$ cat config.mk
export PLATFORM = sky130hd
export DESIGN_NAME = iomem_spi_master
export DESIGN_NICKNAME = d
export VERILOG_FILES = /design/src/rtl/iomem_spi_master.sv
export SDC_FILE = /design/constraint.sdc
export NUM_CORES = 1
export LEC_CHECK = 0
export CAP_MARGIN = 20
export CORE_MARGIN = 2
export CORE_UTILIZATION = 49
export DETAILED_ROUTE_END_ITERATION = 6
export DONT_BUFFER_PORTS = 1
export PLACE_DENSITY = 0.69
export SYNTH_ARGS = -nofsm -noshare
export SYNTH_HDL_FRONTEND = slang
export SYNTH_SLANG_ARGS = --single-unit
$ cat constraint.sdc
create_clock -name clk -period 5.5 [get_ports clk]
set_input_delay 1.1 -clock clk [delete_from_list [all_inputs] [get_ports clk]]
set_output_delay 1.1 -clock clk [all_outputs]
set_load 0.005 [all_outputs]
$ cat src/rtl/iomem_spi_master.sv
// Memory-mapped SPI master (mode 0, MSB first, 8-bit frames) on the PicoRV32 iomem bus.
// Registered one-cycle ack; DATA writes issued while busy stall until the frame ends.
module iomem_spi_master #(
  parameter logic [31:0] BASE_ADDR = 32'h0000_2000,
  parameter logic [7:0]  CLK_DIV   = 8'd4
) (
  input  logic        clk,
  input  logic        reset,
  input  logic        iomem_valid,
  output logic        iomem_ready,
  input  logic [3:0]  iomem_wstrb,
  input  logic [31:0] iomem_addr,
  input  logic [31:0] iomem_wdata,
  output logic [31:0] iomem_rdata,
  output logic        spi_sclk,
  output logic        spi_mosi,
  input  logic        spi_miso,
  output logic        spi_cs_n
);
  typedef enum logic [1:0] {S_IDLE, S_LOW, S_HIGH} state_e;

  state_e      state_q, state_d;
  logic        ready_q, ready_d;
  logic [31:0] rdata_q, rdata_d;
  logic        sclk_q, sclk_d, mosi_q, mosi_d;
  logic [7:0]  div_q, div_d;
  logic        cs_en_q, cs_en_d;
  logic [7:0]  rx_byte_q, rx_byte_d;
  logic        rx_valid_q, rx_valid_d;
  logic [7:0]  tx_q, tx_d, rx_sh_q, rx_sh_d;
  logic [3:0]  bitcnt_q, bitcnt_d;
  logic [7:0]  cnt_q, cnt_d, h_q, h_d;

  logic       sel, wr, data_wr, acc, start, half_done, busy, rx_set, rd_data;
  logic [1:0] off;
  logic [7:0] div_eff;
  logic       unused_bits;

  assign sel       = iomem_valid && (iomem_addr[31:4] == BASE_ADDR[31:4]);
  assign off       = iomem_addr[3:2];
  assign wr        = |iomem_wstrb;
  assign busy      = (state_q != S_IDLE);
  assign data_wr   = sel && !ready_q && wr && (off == 2'd0) && iomem_wstrb[0];
  assign acc       = sel && !ready_q && !(data_wr && busy);
  assign start     = data_wr && !busy;
  assign rd_data   = acc && !wr && (off == 2'd0);
  // h_q is latched at every half-period boundary so divider writes never stretch a live half-period
  assign half_done = (cnt_q == h_q - 8'd1);
  assign div_eff   = (div_q == 8'd0) ? 8'd1 : div_q;
  assign unused_bits = ^{iomem_addr[1:0], iomem_wdata[31:9]};

  always_ff @(posedge clk or posedge reset) begin
    if (reset) state_q <= S_IDLE;
    else       state_q <= state_d;
  end

  always_comb begin
    state_d = state_q;
    case (state_q)
      S_IDLE:  if (start) state_d = S_LOW;
      S_LOW:   if (half_done) state_d = S_HIGH;
      S_HIGH:  if (half_done) state_d = (bitcnt_q == 4'd8) ? S_IDLE : S_LOW;
      default: state_d = S_IDLE;
    endcase
  end

  always_comb begin
    tx_d = tx_q; rx_sh_d = rx_sh_q; bitcnt_d = bitcnt_q; cnt_d = cnt_q; h_d = h_q;
    sclk_d = sclk_q; mosi_d = mosi_q; rx_byte_d = rx_byte_q; rx_set = 1'b0;
    case (state_q)
      S_IDLE: if (start) begin
        tx_d = iomem_wdata[7:0]; mosi_d = iomem_wdata[7];
        bitcnt_d = 4'd0; cnt_d = 8'd0; h_d = div_eff;
      end
      S_LOW: if (half_done) begin
        sclk_d = 1'b1; rx_sh_d = {rx_sh_q[6:0], spi_miso};
        bitcnt_d = bitcnt_q + 4'd1; cnt_d = 8'd0; h_d = div_eff;
      end else cnt_d = cnt_q + 8'd1;
      S_HIGH: if (half_done) begin
        sclk_d = 1'b0; cnt_d = 8'd0; h_d = div_eff;
        if (bitcnt_q == 4'd8) begin
          rx_byte_d = rx_sh_q; rx_set = 1'b1;
        end else begin
          tx_d = {tx_q[6:0], 1'b0}; mosi_d = tx_q[6];
        end
      end else cnt_d = cnt_q + 8'd1;
      default: ;
    endcase

    ready_d = acc; rdata_d = 32'd0; div_d = div_q; cs_en_d = cs_en_q;
    if (acc && !wr) begin
      case (off)
        2'd0:    rdata_d = {24'd0, rx_byte_d};
        2'd1:    rdata_d = {30'd0, rx_valid_q, busy};
        2'd2:    rdata_d = {23'd0, cs_en_q, div_q};
        default: rdata_d = 32'd0;
      endcase
    end
    if (acc && wr && off == 2'd2) begin
      if (iomem_wstrb[0]) div_d = iomem_wdata[7:0];
      if (iomem_wstrb[1]) cs_en_d = iomem_wdata[8];
    end
    // a completing frame beats a same-cycle DATA read clearing the flag
    rx_valid_d = rx_set ? 1'b1 : (rd_data ? 1'b0 : rx_valid_q);
  end

  always_ff @(posedge clk or posedge reset) begin
    if (reset) begin
      ready_q <= 1'b0; rdata_q <= 32'd0; sclk_q <= 1'b0; mosi_q <= 1'b0;
      div_q <= CLK_DIV; cs_en_q <= 1'b0; rx_byte_q <= 8'd0; rx_valid_q <= 1'b0;
      tx_q <= 8'd0; rx_sh_q <= 8'd0; bitcnt_q <= 4'd0; cnt_q <= 8'd0; h_q <= 8'd1;
    end else begin
      ready_q <= ready_d; rdata_q <= rdata_d; sclk_q <= sclk_d; mosi_q <= mosi_d;
      div_q <= div_d; cs_en_q <= cs_en_d; rx_byte_q <= rx_byte_d; rx_valid_q <= rx_valid_d;
      tx_q <= tx_d; rx_sh_q <= rx_sh_d; bitcnt_q <= bitcnt_d; cnt_q <= cnt_d; h_q <= h_d;
    end
  end

  assign iomem_ready = ready_q;
  assign iomem_rdata = rdata_q;
  assign spi_sclk    = sclk_q;
  assign spi_mosi    = mosi_q;
  assign spi_cs_n    = ~cs_en_q;
endmodule
# Yosys cells after proc, flatten, opt, wreduce, memory -nomap -nowiden
# Index checks and enable logic that the tools add are counted.
# classes
eq_ne,12
n_mux,36
n_bitwise,1
addsub,3
n_reduce_logical,36
# op_table
cell,count
8-bit two-way mux,8
8-bit case mux with 2 select lines,2
28-bit by 10-bit equality test with 1-bit output (second input constant),1
9-bit case mux with 3 select lines,1
7-bit two-way mux,3
7-bit case mux with 2 select lines,1
1-bit logical AND,12
3-bit AND reduction,4
2-bit nonzero test,6
1-bit two-way mux,11
9-bit two-way mux,1
8-bit by 1-bit adder with 8-bit output (second input constant),1
8-bit equality test,1
8-bit zero test,1
4-bit two-way mux,2
2-bit inequality test (second input constant),4
4-bit case mux with 2 select lines,1
2-bit AND reduction,4
8-bit by 1-bit subtractor with 8-bit output (second input constant),1
2-bit two-way mux,3
2-bit case mux with 3 select lines,1
4-bit by 1-bit adder with 4-bit output (second input constant),1
2-bit by 1-bit equality test with 1-bit output (second input constant),2
2-bit equality test (second input constant),2
other kinds (9),14
# word_totals
regBits,90
input_bits,72
output_inout_bits,36
word_cells,102

# Depth between registers and ports, before layout
# Gate-level depths: netlist (run 1).
# logic_depth
word_depth,13
ltp_mapped,9
mapped_depth_nobuf,8

# Worst setup path before layout (run 1)
# OpenSTA, ideal clock, no wires.
# synth_timing
path_kind,input to register
from,input port iomem_addr[28]
to,register h_q[1]
stages,7
n_path_buf,1
required_time_ns,5.373
arrival_time_ns,2.769
setup_ns,0.127
path_slack_ns,2.604
path_cell_list,nor4b_1 > nand4_1 > nor3_1 > mux2i_1 > a21o_1 > buf_6 > mux2_1
# synth_via
elab_chain_cells,9
# synth_rtl
element,line,rtl
"start, declared",12,"input logic [31:0] iomem_addr,"
28-bit by 10-bit equality test with 1-bit output,39,assign sel = iomem_valid && (iomem_addr[31:4] == BASE_ADDR[31:4]);
1-bit logical AND,39,
1-bit logical AND (4 in a row),43,assign data_wr = sel && !ready_q && wr && (off == 2'd0) && iomem_wstrb[0];
1-bit logical AND,45,assign start = data_wr && !busy;
2-bit inequality test (no line),n/a,
3-bit AND reduction (no line),n/a,
"end signal, assigned",111,tx_q <= 8'd0; rx_sh_q <= 8'd0; bitcnt_q <= 4'd0; cnt_q <= 8'd0; h_q <= 8'd1;
"end signal, assigned",115,tx_q <= tx_d; rx_sh_q <= rx_sh_d; bitcnt_q <= bitcnt_d; cnt_q <= cnt_d; h_q <= h_d;
"end, declared",32,"logic [7:0] cnt_q, cnt_d, h_q, h_d;"
# No other way between the ends.
# A chain may end at the register's enable or synchronous reset.

# Worst setup path after layout (run 1)
# layout_timing
from,register h_q[0]
to,register h_q[6]
# layout_via
elab_chain_cells,4
# layout_rtl
element,line,rtl
8-bit by 1-bit subtractor with 8-bit output,48,assign half_done = (cnt_q == h_q - 8'd1);
8-bit equality test,48,
2-bit by 1-bit inequality test with 1-bit output (no line),n/a,
3-bit AND reduction (no line),n/a,
# No other way between the ends.

==> impl.org, run 1 <==
** GRT
- In the global route stage, met3 resource usage came out at 4.443%.
- Global-route wire length before repair :: 11520 um
- The via count of the first global-routing pass came to 2322.
- Global routing finished with a remaining overflow of 0.
- Total routing resource utilization after global routing :: 17.96%
- Met1 capacity usage during global routing :: 24.20%
- met2 is the most crowded layer.
- M2 GR Usage :: 28.22%
- Entering global routing, the biggest net connects 68 pins.
- The initial antenna violation count came to 0.

** STA
- Slew Limit Headroom :: 36.76%
- Time the worst path needs with I/O delays and setup :: 3.290 ns
- Final setup TNS :: 0 ns
- Period Utilization, post-route :: 59.81%
- For this run, the top clock speed supported by timing is 304.0 MHz.
- The hold violation total from the final report is 0.
- Worst-case clock skew :: 0.009269 ns
- Number of max-slew violations in the final report :: 0
- For the pin with the worst max-slew slack, the measured transition is 0.9461 ns.
- Setup repair after global routing left no endpoint under its margin.
- Setup violations remaining at the end of the flow were counted as 0.

** Drt
- Via density :: 5.634
- For this run, design rule violations remaining after detail routing come to 0.
- After detailed routing, the average wire length per cell comes to 16.69 um.
- Initial DRT Pass Iterations :: 4
- Detailed router's first-iteration violation count :: 131
- Post-Route WL :: 7059 um
- The detailed router placed 2383 vias in this run.
- Antenna violation net count after detailed routing :: 0

** Synthesis
- Distinct cell type count of the synthesized netlist :: 57
- Synth async-reset ratio :: 100.0%
- For this run, the register share of the synthesized area comes to 46.40%.
- Dominant register cell in the synthesized netlist :: dfrtp_1
- The top cell type by area accounts for 44.95% of the synthesized area.
- The synthesized design spends more area on one cell type than any other, namely dfrtp_1.
- Synthesized area per cell :: 11.27 sq um
- Count of flip-flops with a built-in enable after synthesis :: 0
- In the synthesized netlist, the number of instances is 321.
- Cells taking the most area after synthesis :: dfrtp_1 45%, mux2_2 14%, buf_4 4.8%
- After synthesis the netlist holds a flip-flop and latch count of 67.
- The cell area that synthesis handed to floorplanning was 3618 sq um.
- Synth warnings :: 0

** Critical path
- Across all register-to-register paths, the minimum setup slack is 2.21 ns.
- Largest fanout on the critical path :: 18
- Capturing element type of the critical path :: flop
- Counting buffers and inverters, the worst setup path is 8 cells deep.
- For the worst flop-to-flop path, the logic depth is 8.
- The number of buffers and inverters on the critical path is 1.
- On the worst path, the slowest cell contributes a delay of 0.83 ns.
- At the worst endpoint, the arrival time is 3.51 ns.
- Worst reg2reg startpoint :: h_q[0]$_DFFE_PP1P_
- Traced cell by cell, the critical path runs through inv_1, ha_1, xor2_1, o211ai_1, nor4b_2, nand3_4, a21o_1, mux2_1.
- The worst setup path is launched from a flop.
- At the worst endpoint, the required time is 5.72 ns.
- Cell family contributing the most delay on the critical path :: simple AND/OR/NAND/NOR gates
- End of the worst register-to-register path :: h_q[6]$_DFFE_PP0P_
- Standard cell with the maximum stage delay on the critical path :: nor4b_2
- Critical path class :: flop to flop

** Placed design
- At the end of routability-driven placement, the weighted congestion stood at 0.7925.
- Port Buffers :: 0
- Cells after DPL :: 408
- DP HPWL :: 5072 um
- After detailed placement, the total cell area comes to 3606 sq um.

** Layout
- Most common library cell in the layout ignoring fill and taps :: dfrtp_1
- The finished cells cover 3867 sq um.
- Final cell count without fillers :: 423
- Number of fillers in the final layout :: 630
- Share of post-route cells with drive strength above 1 :: 25.00%
- In the layout the commonest cells are 65 x dfrtp_1, 44 x mux2_2, 23 x conb_1, 17 x nor2_1.
- Nets@finish :: 400
- The area growth from synthesis to layout is 6.881%.
- The number of antenna diodes in the final layout is 0.

** Floorplanning
- The floorplan step set the die height to 89.94 um.
- In this run the horizontal extent of the chip is 89.94 um.
- Number of primary I/O pins :: 108
- For this configuration, the core starts out at a cell density of 50.16%.
- The die covers 8088 sq um.
- In this run the standard cell core region covers 7214 sq um.
- Standard-cell rows :: 31

** Power
- Per report_power, the sequential group accounts for 47.4% of the total.
- Summed over all cells, the static leakage comes to 1.800 nW.
- Internal power comes to 0.0009522 W.
- Dividing total power by cell area gives a power density of 316.1 nW/um^2.
- Switching component of the power :: 0.0002704 W
- Fraction of power consumed by combinational cells :: 8.7%
- The clock network burns 43.9% of the power.
- Net switching share of the total power :: 22.12%
- IR analysis of the VDD net gives a maximum drop of 0.1816 mV.

** Clock tree
- Clock tree sinks :: 67
- Cts bufs inserted :: 9
- TritonCTS built the clock tree.
- In this run the post-CTS setup repair buffer count came out at 0.
- No sink is reached through more buffers than the 2 on the longest clock path.
- Clock-pin slew was measured on the worst setup and hold paths at 0.08 ns.
- H-Tree Depth :: 3
- The tree is rooted in a clkbuf_8.
- Gates resized during post-CTS repair numbered 0.
- Hold buffer count at cts :: 0
- Worst skew pair latency :: 0.34 ns

** Status
- The run finished with clean final reports.

** Worst hold path
- Path type of the worst min-delay path :: flop to flop
- Counting instances, the worst hold path has a depth of 2.
- Hold Path Origin :: rx_byte_q[1]$_DFF_PP0_
- For hold timing, the worst endpoint is rx_byte_q[1]$_DFF_PP0_.

** Flow run
- Max-capacitance violation count :: 0
-- metrics by stage --
| stage | hold slack [ns] | total power, W | utilization, % | worst slack [ns] |
|---|---|---|---|---|
| 6_report | 0.4982 | 0.001223 | 53.61 | 2.210 |
| 5_1_grt | 0.5208 | 0.001275 | 53.61 | 1.977 |
| 4_1_cts | 0.5028 | 0.001233 | 53.61 | 2.207 |
| 3_5_place_dp | 0.4860 | 0.0006965 | 49.98 | 2.122 |
| 3_3_place_gp | 0.4646 | 0.0006872 | 49.98 | 2.177 |
| 2_1_floorplan | 0.4471 | 0.0006796 | - | 2.604 |
-- Yosys cell counts, drive strengths merged (4+ instances only) --
cell,n
nor2,17
xnor2,6
nor3,6
clkbuf,10
a32o,6
a21oi,6
nor4,7
ha,8
a31o,6
nand3,10
xor2,4
nand4,7
mux2,46
inv,17
mux2i,4
o21ai,4
and3,4
a22o,5
buf,25
nand2,16
dfrtp,65
-- sequential cells by signal (all words and copies together) (netlist names) --
name and cells:
tx_q 7, rx_valid_q 1, spi_sclk 1, state_q 2
rx_byte_q 8, iomem_ready 1, cs_en_q 1, bitcnt_q 4
spi_mosi 1, div_q 8, cnt_q 8, rx_sh_q 8
iomem_rdata 9, h_q 8
-- per-layer routing --
layer / routed length (um) / share of wire, %
met5: 0 / 0
met4: 113 / 1.6
met3: 376 / 5.3
met2: 3297 / 47
met1: 3272 / 46
-- power by group through the flow --
stage	logic (W)	clock network [W]	registers (W)
after global routing	0.000121	0.000568	0.000587
after CTS	0.000107	0.000545	0.000580
after global placement	0.000102	0	0.000585
after detailed placement	0.000107	0	0.000590
after floorplan	0.000101	0	0.000579
final	0.000107	0.000536	0.000579
-- how the worst max path moves through the flow --
stage | from | to | slack (ns)
after floorplan | iomem_addr[28] | h_q[1]$_DFFE_PP0P_ | 2.60
after global placement | iomem_addr[11] | h_q[6]$_DFFE_PP0P_ | 2.18
after detailed placement | iomem_addr[11] | div_q[1]$_DFFE_PP0P_ | 2.12
after CTS | h_q[0]$_DFFE_PP1P_ | h_q[6]$_DFFE_PP0P_ | 2.21
after global routing | h_q[0]$_DFFE_PP1P_ | h_q[1]$_DFFE_PP0P_ | 1.98
final | h_q[0]$_DFFE_PP1P_ | h_q[6]$_DFFE_PP0P_ | 2.21
-- area by class of cell --
type | instances | area (sq um) | share of cell area (%)
clock buffers | 9 | 123.9 | 3.203
repair buffers | 1 | 7.507 | 0.1941
flip-flops and latches | 67 | 1679 | 43.42
clock inverters | 6 | 137.6 | 3.559
well taps | 99 | 123.9 | 3.203
multi-input cells | 224 | 1732 | 44.78
inverters | 17 | 63.81 | 1.650
-- worst min-delay path, cell delays in order (launching register included) --
cell and delay, ns:
dfrtp_1 0.33, mux2i_1 0.08, inv_1 0.05
-- logic make-up after synthesis --
logic type	count (synthesis)	share of synthesized area, %
mux	50	15.42
other cells	1	0.1036
simple gates	86	13.94
xor+xnor	10	2.420
flops	67	46.40
fa+ha+maj	8	2.766
buf+inv	52	8.022
compound gates	47	10.93
No activity file was read; power rests on OpenSTA's default activity.
==> run 2, diff against run 1 <==
--- a/config.mk
+++ b/config.mk
@@ -5,6 +5,7 @@
 export SDC_FILE = /design/constraint.sdc
 export NUM_CORES = 1
 export LEC_CHECK = 0
+export ABC_AREA = 1
 export CAP_MARGIN = 20
 export CORE_MARGIN = 2
 export CORE_UTILIZATION = 49
==> constraint.sdc (replaced) <==
create_clock -name clk -period 3.03 [get_ports clk]
set_input_delay 0.606 -clock clk [delete_from_list [all_inputs] [get_ports clk]]
set_output_delay 0.606 -clock clk [all_outputs]
set_load 0.005 [all_outputs]
==> impl.org, run 2 <==
** Power
- Switching component of the power :: 0.0004373 W (+62%)
- The share of total power in sequential cells was 53.4% (+6.0 points).
- The part of the power in the clock network was 42.2% (-1.7 points).
- The net switching fraction of the power came to 24.28% (+2.2 points).
- Pwr per Cell Area :: 455.5 nW/um^2 (+44%)
- Maximum resistive drop on vdd :: 0.3720 mV (+100%)
- The reported leakage power came to 1.949 nW (+8.3%).
- The combinational cell fraction of total power came to 4.4% (-4.3 points).
- The internal power consumption is 0.001364 W (+43%).

** Floorplanning
- Number of primary I/O pins :: 108 (unchanged)
- The area inside the core boundary came to 7331 sq um (+1.6%).
- The die footprint was 8358 sq um (+3.3%).
- The die extent in y is 91.42 um (+1.7%).
- X dimension of the die :: 91.42 um (+1.7%)
- Initial Util :: 51.08% (+0.93 points)
- Standard-cell rows :: 31 (unchanged)

** Drt
- Antenna violation net count after detailed routing :: 0 (unchanged)
- DR vias :: 2909 (+22%)
- Detailed router's first-iteration violation count :: 251 (+92%)
- The via count normalized by instance count came to 4.998 (-11%).
- DRC violation count after routing :: 0 (unchanged)
- Post-Route WL :: 7466 um (+5.8%)
- Initial DRT Pass Iterations :: 4 (unchanged)
- Average routed wire per standard cell :: 12.83 um (-23%)

** Critical path
- Walking the worst path, the cells encountered are inv_1, ha_1, xnor2_1, nor2_1, nand2_1, nor2_1, nand2_1, nor2_4, nand2_2, a21boi_4, nand2_1, nand2_1, nand2_1.
- Worst reg2reg startpoint :: h_q[0]$_DFFE_PP1P_
- The data required time of the worst path came to 3.27 ns (-2.45 ns).
- The number of cells on the worst reg-to-reg path is 13 (+5).
- Register-to-register setup slack :: 0.52 ns (-1.69 ns)
- Max incr delay on CP :: 0.56 ns (-0.27 ns)
- Capturing element type of the critical path :: flop
- Grouping stages by cell kind, the critical path spends the most delay in simple AND/OR/NAND/NOR gates.
- Sort of element at the start of the critical path :: flop
- The cell count along the critical path came to 13 (+5).
- End of the worst register-to-register path :: tx_q[5]$_DFFE_PP0P_
- Critical path class :: flop to flop
- The buffering stage count on the worst path with inverters included was 1 (unchanged).
- Beginning of the critical path :: h_q[0]$_DFFE_PP1P_
- The largest fanout on the critical path is 11 (-7).
- Standard cell with the maximum stage delay on the critical path :: dfstp_2
- Signal arrival time at the worst endpoint :: 2.75 ns (-0.76 ns)
- By instance count, the cell type seen most on the critical path is nand2_1.
- Following the worst setup path forward leads to its endpoint at tx_q[5]$_DFFE_PP0P_.

** Layout
- Share of post-route cells with drive strength above 1 :: 10.14% (-15 points)
- Sequential cell area :: 1679 sq um (unchanged)
- Area used by multi-input combinational logic :: 1667 sq um (-3.8%)
- Nets@finish :: 558 (+40%)
- Diodes inserted :: 0 (unchanged)
- Flip-flop count of the largest register, all copies and words added :: 9 (unchanged)
- Leaving out fill and tap cells, the most frequent cell in the layout is nand2_1.
- Most used cells in the layout excluding fill and tap cells :: 120 x nand2_1, 65 x dfrtp_1, 59 x inv_1, 42 x o21ai_0
- The filler cell count came to 693 (+10%).
- From synthesis to final layout, the design area changed by 5.580%.
- The cell area after layout is 3954 sq um (+2.2%).

** Synthesis
- Distinct cell type count of the synthesized netlist :: 36 (-37%)
- Count of flip-flops with a built-in enable after synthesis :: 0 (unchanged)
- For this run, the leading register cell type out of synthesis is dfrtp_1.
- The Yosys warning count was 0 (unchanged).
- The average cell area after synthesis was 7.951 sq um (-29%).
- In the synthesized netlist, the cells that appear most often are 120 x nand2_1, 65 x dfrtp_1, 60 x inv_1, 42 x o21ai_0.
- Cells taking the most area after synthesis :: dfrtp_1 43%, nand2_1 12%, inv_1 6.0%
- Flip-flop and latch count after synthesis :: 67 (unchanged)
- The synthesized design spends more area on one cell type than any other, namely dfrtp_1.
- Sequential fraction of the synthesis area :: 44.84% (-1.6 points)
- Synth async-reset ratio :: 100.0% (unchanged)
- Dominant cell by count in the synthesized netlist :: nand2_1
- The cell count after synthesis was 471 (+47%).
- Post-Synthesis Cell Area :: 3745 sq um (+3.5%)
- The share of Yosys cell area claimed by the top area cell type is 43.43% (-1.5 points).

** Clock tree
- The source-to-sink clock delay at the later pin of the worst-skew pair was 0.35 ns (about the same).
- Clock transition at the register clock pins on the worst setup and hold paths after CTS :: 0.08 ns (about the same)
- In this run the clock root is driven by a clkbuf_8.
- The number of buffers added for setup after CTS is 0 (unchanged).
- Clock tree sinks :: 67 (unchanged)
- The number of buffers added by the clock tree synthesis step is 9 (unchanged).
- Hold buffer count at cts :: 0 (unchanged)
- TritonCTS built the clock tree.
- H-Tree Depth :: 3 (unchanged)
- The quantity of gates resized following cts came to 0 (unchanged).
- Buffer levels on the longest clock path :: 2 (unchanged)

** GRT
- The maximum number of pins on one net before global-route repair was 59 (-13%).
- The wire length of the first global-routing pass came to 12660 um (+9.9%).
- Number of global-route vias before repair :: 2790 (+20%)
- The initial antenna violation count was 0 (unchanged).
- The overall global routing resource usage was 19.26% (+1.3 points).
- Congestion Overflow GR :: 0 (unchanged)

** STA
- The final-report max-slew violation count was 0 (unchanged).
- Final setup TNS :: 0 ns (unchanged)
- Unrepaired setup endpoints after global routing :: no
- The count of final setup violators came to 0 (unchanged).
- Worst-case clock skew :: 0.004785 ns (-0.004484 ns)
- The final critical delay including setup and external delays came to 2.514 ns (-0.7759 ns).
- The maximum clock frequency was 397.8 MHz (+31%).
- The worst-case setup margin in the final layout came to 0.5162 ns (-1.694 ns).
- The share of the cycle needed by the critical path after routing was 82.96% (+23 points).
- Slew Limit Headroom :: 50.41% (+14 points)
- The hold violation total from the final report was 0 (unchanged).
- The slew at the pin closest to its max-slew limit came to 0.7438 ns (-0.2023 ns).

** Placed design
- The placer congestion estimate is 0.8461 (+6.8%).
- The setup slack after placement is 0.5048 ns (-1.617 ns).
- Total cell area at the placement stage :: 3751 sq um (+4.0%)
- Port Buffers :: 0 (unchanged)
- The HPWL after detailed placement is 5581 um (+10%).

** Flow run
- Max-capacitance violation count :: 0 (unchanged)

** Status
- Outcome :: complete, no violations

** Worst hold path
- The min-delay analysis places its worst path in the category primary input to asynchronous set/reset pin.
## run 2: cell types whose count changed in the layout (fill, tap and decap cells not counted), moves of 7 or more
cell,before,now
nand3_1,9,35
inv_1,16,59
o21ai_0,4,42
nand4_1,5,13
nor2_1,17,35
o21ai_2,0,7
mux2_2,44,0
nand2_1,16,120
## run 2: how the worst min path moves through the flow
stage,startpoint,end,slack [ns],cells past startpoint
after floorplan,tx_q[6]$_DFFE_PP0P_,tx_q[6]$_DFFE_PP0P_,0.44,2
after CTS,reset,bitcnt_q[3]$_DFFE_PP0P_,0.04,1
after detailed placement,reset,bitcnt_q[2]$_DFFE_PP0P_,0.42,1
after global placement,reset,bitcnt_q[3]$_DFFE_PP0P_,0.42,1
after global routing,reset,bitcnt_q[2]$_DFFE_PP0P_,0.03,1
final,reset,bitcnt_q[3]$_DFFE_PP0P_,0.04,1
## run 2: layout make-up
class	instances	area share (%)
clock buffer	10	3.481
clock inverter	6	1.646
inverter	63	5.981
multi-input combinational	331	42.15
sequential	67	42.47
tap	99	3.133
timing repair buffer	6	1.139
## run 2: worst reg2reg max path: cells and delay by family (launching register included)
kind | cells | cell delay [ns]
AO/OA/AOI/OAI | 1 | 0.24
XOR/XNOR | 1 | 0.13
adder cells (fa/ha/maj) | 1 | 0.32
buffers and inverters | 1 | 0.09
flip-flops | 1 | 0.56
AND/OR/NAND/NOR | 9 | 1.06
## run 2: through the flow
| step | std cells | power (W) | hold WS [ns] | utilization (%) |
|---|---|---|---|---|
| 5_1_grt | 582 | 0.001877 | 0.03330 | 53.93 |
| 2_1_floorplan | 493 | 0.001059 | 0.4417 | - |
| 3_3_place_gp | 566 | 0.001054 | 0.4175 | 51.17 |
| 4_1_cts | 582 | 0.001820 | 0.03929 | 53.93 |
| 6_report | 582 | 0.001801 | 0.04079 | 53.93 |
| 3_5_place_dp | 566 | 0.001060 | 0.4151 | 51.17 |
## run 2: power by group through the flow
stage	clock network (W)	logic, W	registers, W
after detailed placement	0	0.0000809	0.000979
final	0.000760	0.0000791	0.000962
after CTS	0.000777	0.0000810	0.000962
after global placement	0	0.0000770	0.000977
after floorplan	0	0.0000866	0.000973
after global routing	0.000814	0.0000965	0.000966
## run 2: logic make-up after synthesis
group / count (synthesis) / share of synthesized area (%)
AO/OA/AOI/OAI: 62 / 10.06
XOR/XNOR: 11 / 2.573
adder cells (fa/ha/maj): 8 / 2.673
buffers and inverters: 95 / 12.86
flip-flops: 67 / 44.84
other: 1 / 0.1001
AND/OR/NAND/NOR: 227 / 26.90
## run 2: layer usage
layer | global-route usage (%) | up-vias | wire, um
li1 | - | 1466 | -
met1 | 24.67 | 1332 | 3471
met2 | 31.43 | 104 | 3414
met3 | 6.141 | 7 | 491
met4 | 5.177 | 0 | 89
met5 | 0 | - | 0
==> run 3, diff against run 2 <==
==> constraint.sdc (replaced) <==
create_clock -name clk -period 2.6 [get_ports clk]
set_input_delay 0.52 -clock clk [delete_from_list [all_inputs] [get_ports clk]]
set_output_delay 0.52 -clock clk [all_outputs]
set_load 0.005 [all_outputs]
==> impl.org, run 3 (synthesized netlist as in run 2, its figures left out) <==
** Floorplanning
- The area inside the core boundary was 7331 sq um (unchanged).
- Initial Util :: 51.08% (unchanged)
- The I/O pin total is 108 (unchanged).
- The die extent in y was 91.42 um (unchanged).
- The number of placement rows was 31 (unchanged).
- X dimension of the die :: 91.42 um (unchanged)
- The die footprint was 8358 sq um (unchanged).

** Clock tree
- H-Tree Depth :: 3 (unchanged)
- Clock tree root buffer cell :: clkbuf_8
- Clock transition at the register clock pins on the worst setup and hold paths after CTS :: 0.08 ns (about the same)
- The source-to-sink clock delay at the later pin of the worst-skew pair is 0.35 ns (about the same).
- TritonCTS clock tree :: built
- Clock tree sinks :: 67 (unchanged)
- Buffer levels on the longest clock path :: 2 (unchanged)
- The number of buffers added by the clock tree synthesis step came to 9 (unchanged).

** GRT
- The wire length of the first global-routing pass came to 12430 um (-1.8%).
- Total routing resource utilization after global routing :: 18.81% (-0.45 points)
- Antenna violations before repair :: 0 (unchanged)
- Maximum number of pins on one net before global-route repair :: 43 (-27%)
- The leftover overflow at the end of global routing is 0 (unchanged).
- Number of global-route vias before repair :: 2752 (-1.4%)

** Drt
- The count of antenna-violating nets left after detailed routing is 0 (unchanged).
- DR vias :: 2939 (+1.0%)
- Detailed router's first-iteration violation count :: 233 (-7.2%)
- The final wirelength was 7450 um (-0.21%).
- The detail-routed net length per standard cell came to 12.76 um (-0.56%).
- The via count normalized by instance count was 5.033 (+0.69%).
- The number of remaining DRC errors came to 0 (unchanged).
- Initial DRT Pass Iterations :: 4 (unchanged)

** Placed design
- The placer congestion estimate is 0.8339 (-1.4%).
- The number of placed cells counting well taps came to 568 (+0.35%).
- The setup slack after placement is 0.1197 ns (-0.3851 ns).
- DP HPWL :: 5594 um (+0.23%)
- Port Buffers :: 0 (unchanged)

** Critical path
- The data required time of the worst path is 2.87 ns (-0.40 ns).
- In this design, the critical path's most frequently occurring cell is nand2_1.
- Capturing element type of the critical path :: flop
- The critical path is of the flop to flop type.
- The number of cells on the worst reg-to-reg path came to 13 (unchanged).
- Largest fanout on the critical path :: 15 (+4)
- Standard cell with the maximum stage delay on the critical path :: dfstp_2
- Cell-by-cell listing of the critical path :: inv_1, ha_1, xnor2_1, nor2_1, nand2_1, nor2_1, nand2_1, nor2_4, nand3_1, buf_4, o21ai_0, nand2_1, o21ai_0
- The delay contributed by the slowest stage of the critical path was 0.56 ns (about the same).
- The worst setup path is launched from a flop.
- Signal arrival time at the worst endpoint :: 2.62 ns (-0.13 ns)

** Layout
- Utilization of the core after routing :: 54.65% (+0.72 points)
- Flip-flop count of the largest register, all copies and words added :: 9 (unchanged)
- The number of antenna diodes is 0 (unchanged).
- The library cell used most frequently in the layout, excluding fill and tap cells, is nand2_1.
- The final net count came to 560 (+0.36%).
- The non-filler instance count after layout was 584 (+0.34%).
- Compared with the post-synthesis result, the final layout area differs by 6.983%.
- Most used cells in the layout excluding fill and tap cells :: 119 x nand2_1, 65 x dfrtp_1, 59 x inv_1, 41 x o21ai_0
- Share of post-route cells with drive strength above 1 :: 10.52% (+0.37 points)

** STA
- Final count of hold timing violations :: 0 (unchanged)
- Time the worst path needs with I/O delays and setup :: 2.358 ns (-0.1559 ns)
- The final-report max-slew violation count is 0 (unchanged).
- Unrepaired setup endpoints after global routing :: no
- The relative slew slack was 61.68% (+11 points).
- The count of final setup violators was 0 (unchanged).
- Fmax achieved :: 424.1 MHz (+6.6%)
- The total negative setup slack is 0 ns (unchanged).
- The slew at the pin closest to its max-slew limit is 0.5695 ns (-0.1743 ns).
- Period Utilization, post-route :: 90.69% (+7.7 points)
- Worst setup slack after layout :: 0.2422 ns (-0.2741 ns)
- Worst-case clock skew :: 0.009079 ns (+0.004294 ns)
- Hold WS :: 0.1094 ns (+0.06863 ns)

** Power
- Maximum resistive drop on vdd :: 0.3553 mV (-4.5%)
- Pwr per Cell Area :: 524.5 nW/um^2 (+15%)
- Total leakage power :: 1.983 nW (+1.8%)

** Status
- The run finished with clean final reports.

** Worst hold path
- The path class of the tightest hold or removal check is primary input to asynchronous set/reset pin.

** Flow run
- Max-capacitance violation count :: 0 (unchanged)
## run 3: worst paths after layout
| check | startpoint | endpoint | slack [ns] |
|---|---|---|---|
| worst max-delay path | h_q[0]$_DFFE_PP1P_ | iomem_rdata[2]$_DFF_PP0_ | 0.24 |
| worst min-delay path | reset | h_q[5]$_DFFE_PP0P_ | 0.11 |
| worst max register to register | h_q[0]$_DFFE_PP1P_ | iomem_rdata[2]$_DFF_PP0_ | 0.24 |
| worst min register to register | tx_q[1]$_DFFE_PP0P_ | tx_q[1]$_DFFE_PP0P_ | 0.48 |
| max in group asynchronous | reset | h_q[0]$_DFFE_PP1P_ | 1.81 |
| min in group clk | spi_miso | rx_sh_q[0]$_DFFE_PP0P_ | 0.31 |
## run 3: cell type report
| type | count | area, sq um |
|---|---|---|
| clock inverter | 5 | 61.31 |
| tap | 99 | 123.9 |
| clock buffer | 11 | 141.4 |
| fill | 689 | 3324 |
| multi-input combinational | 331 | 1679 |
| timing repair buffer | 8 | 85.08 |
| inverter | 63 | 236.5 |
| sequential | 67 | 1679 |
## run 3: worst max-delay path, delay by kind of cell, from the launching register on
kind                     cells  cell delay, ns
flip-flops                   1            0.56
XOR/XNOR                     1            0.13
buffers and inverters        2            0.30
AO/OA/AOI/OAI                2            0.33
AND/OR/NAND/NOR              7            0.63
adder cells (fa/ha/maj)      1            0.32
## run 3: power by group
part | leakage (nW) | switching [W] | internal (W)
logic | 1.01 | 0.0000648 | 0.0000303
clock network | 0.104 | 0.000412 | 0.000474
registers | 0.872 | 0.0000277 | 0.00109
## run 3: per-stage QoR
stage	instance area, sq um	total power, W
finish	4006	0.002101
global route	4006	0.002198
CTS	3994	0.002126
detailed placement	3791	0.001238
global placement	3791	0.001231
floorplan	3827	0.001234
## run 3: per-layer routing
metal | track usage, % | vias to the layer above | wire, um
met5 | 0 | - | 0
met4 | 8.333 | 0 | 144
met3 | 3.320 | 11 | 347
met2 | 30.27 | 107 | 3420
met1 | 24.79 | 1353 | 3539
li1 | - | 1468 | -
## run 3: what timing repair did
| item | CTS | global route |
|---|---|---|
| resized for setup | 0 | 4 |
| buffers inserted | 0 | 0 |
| setup endpoints to repair | 0 | 8 |
| hold buffers | 0 | 0 |
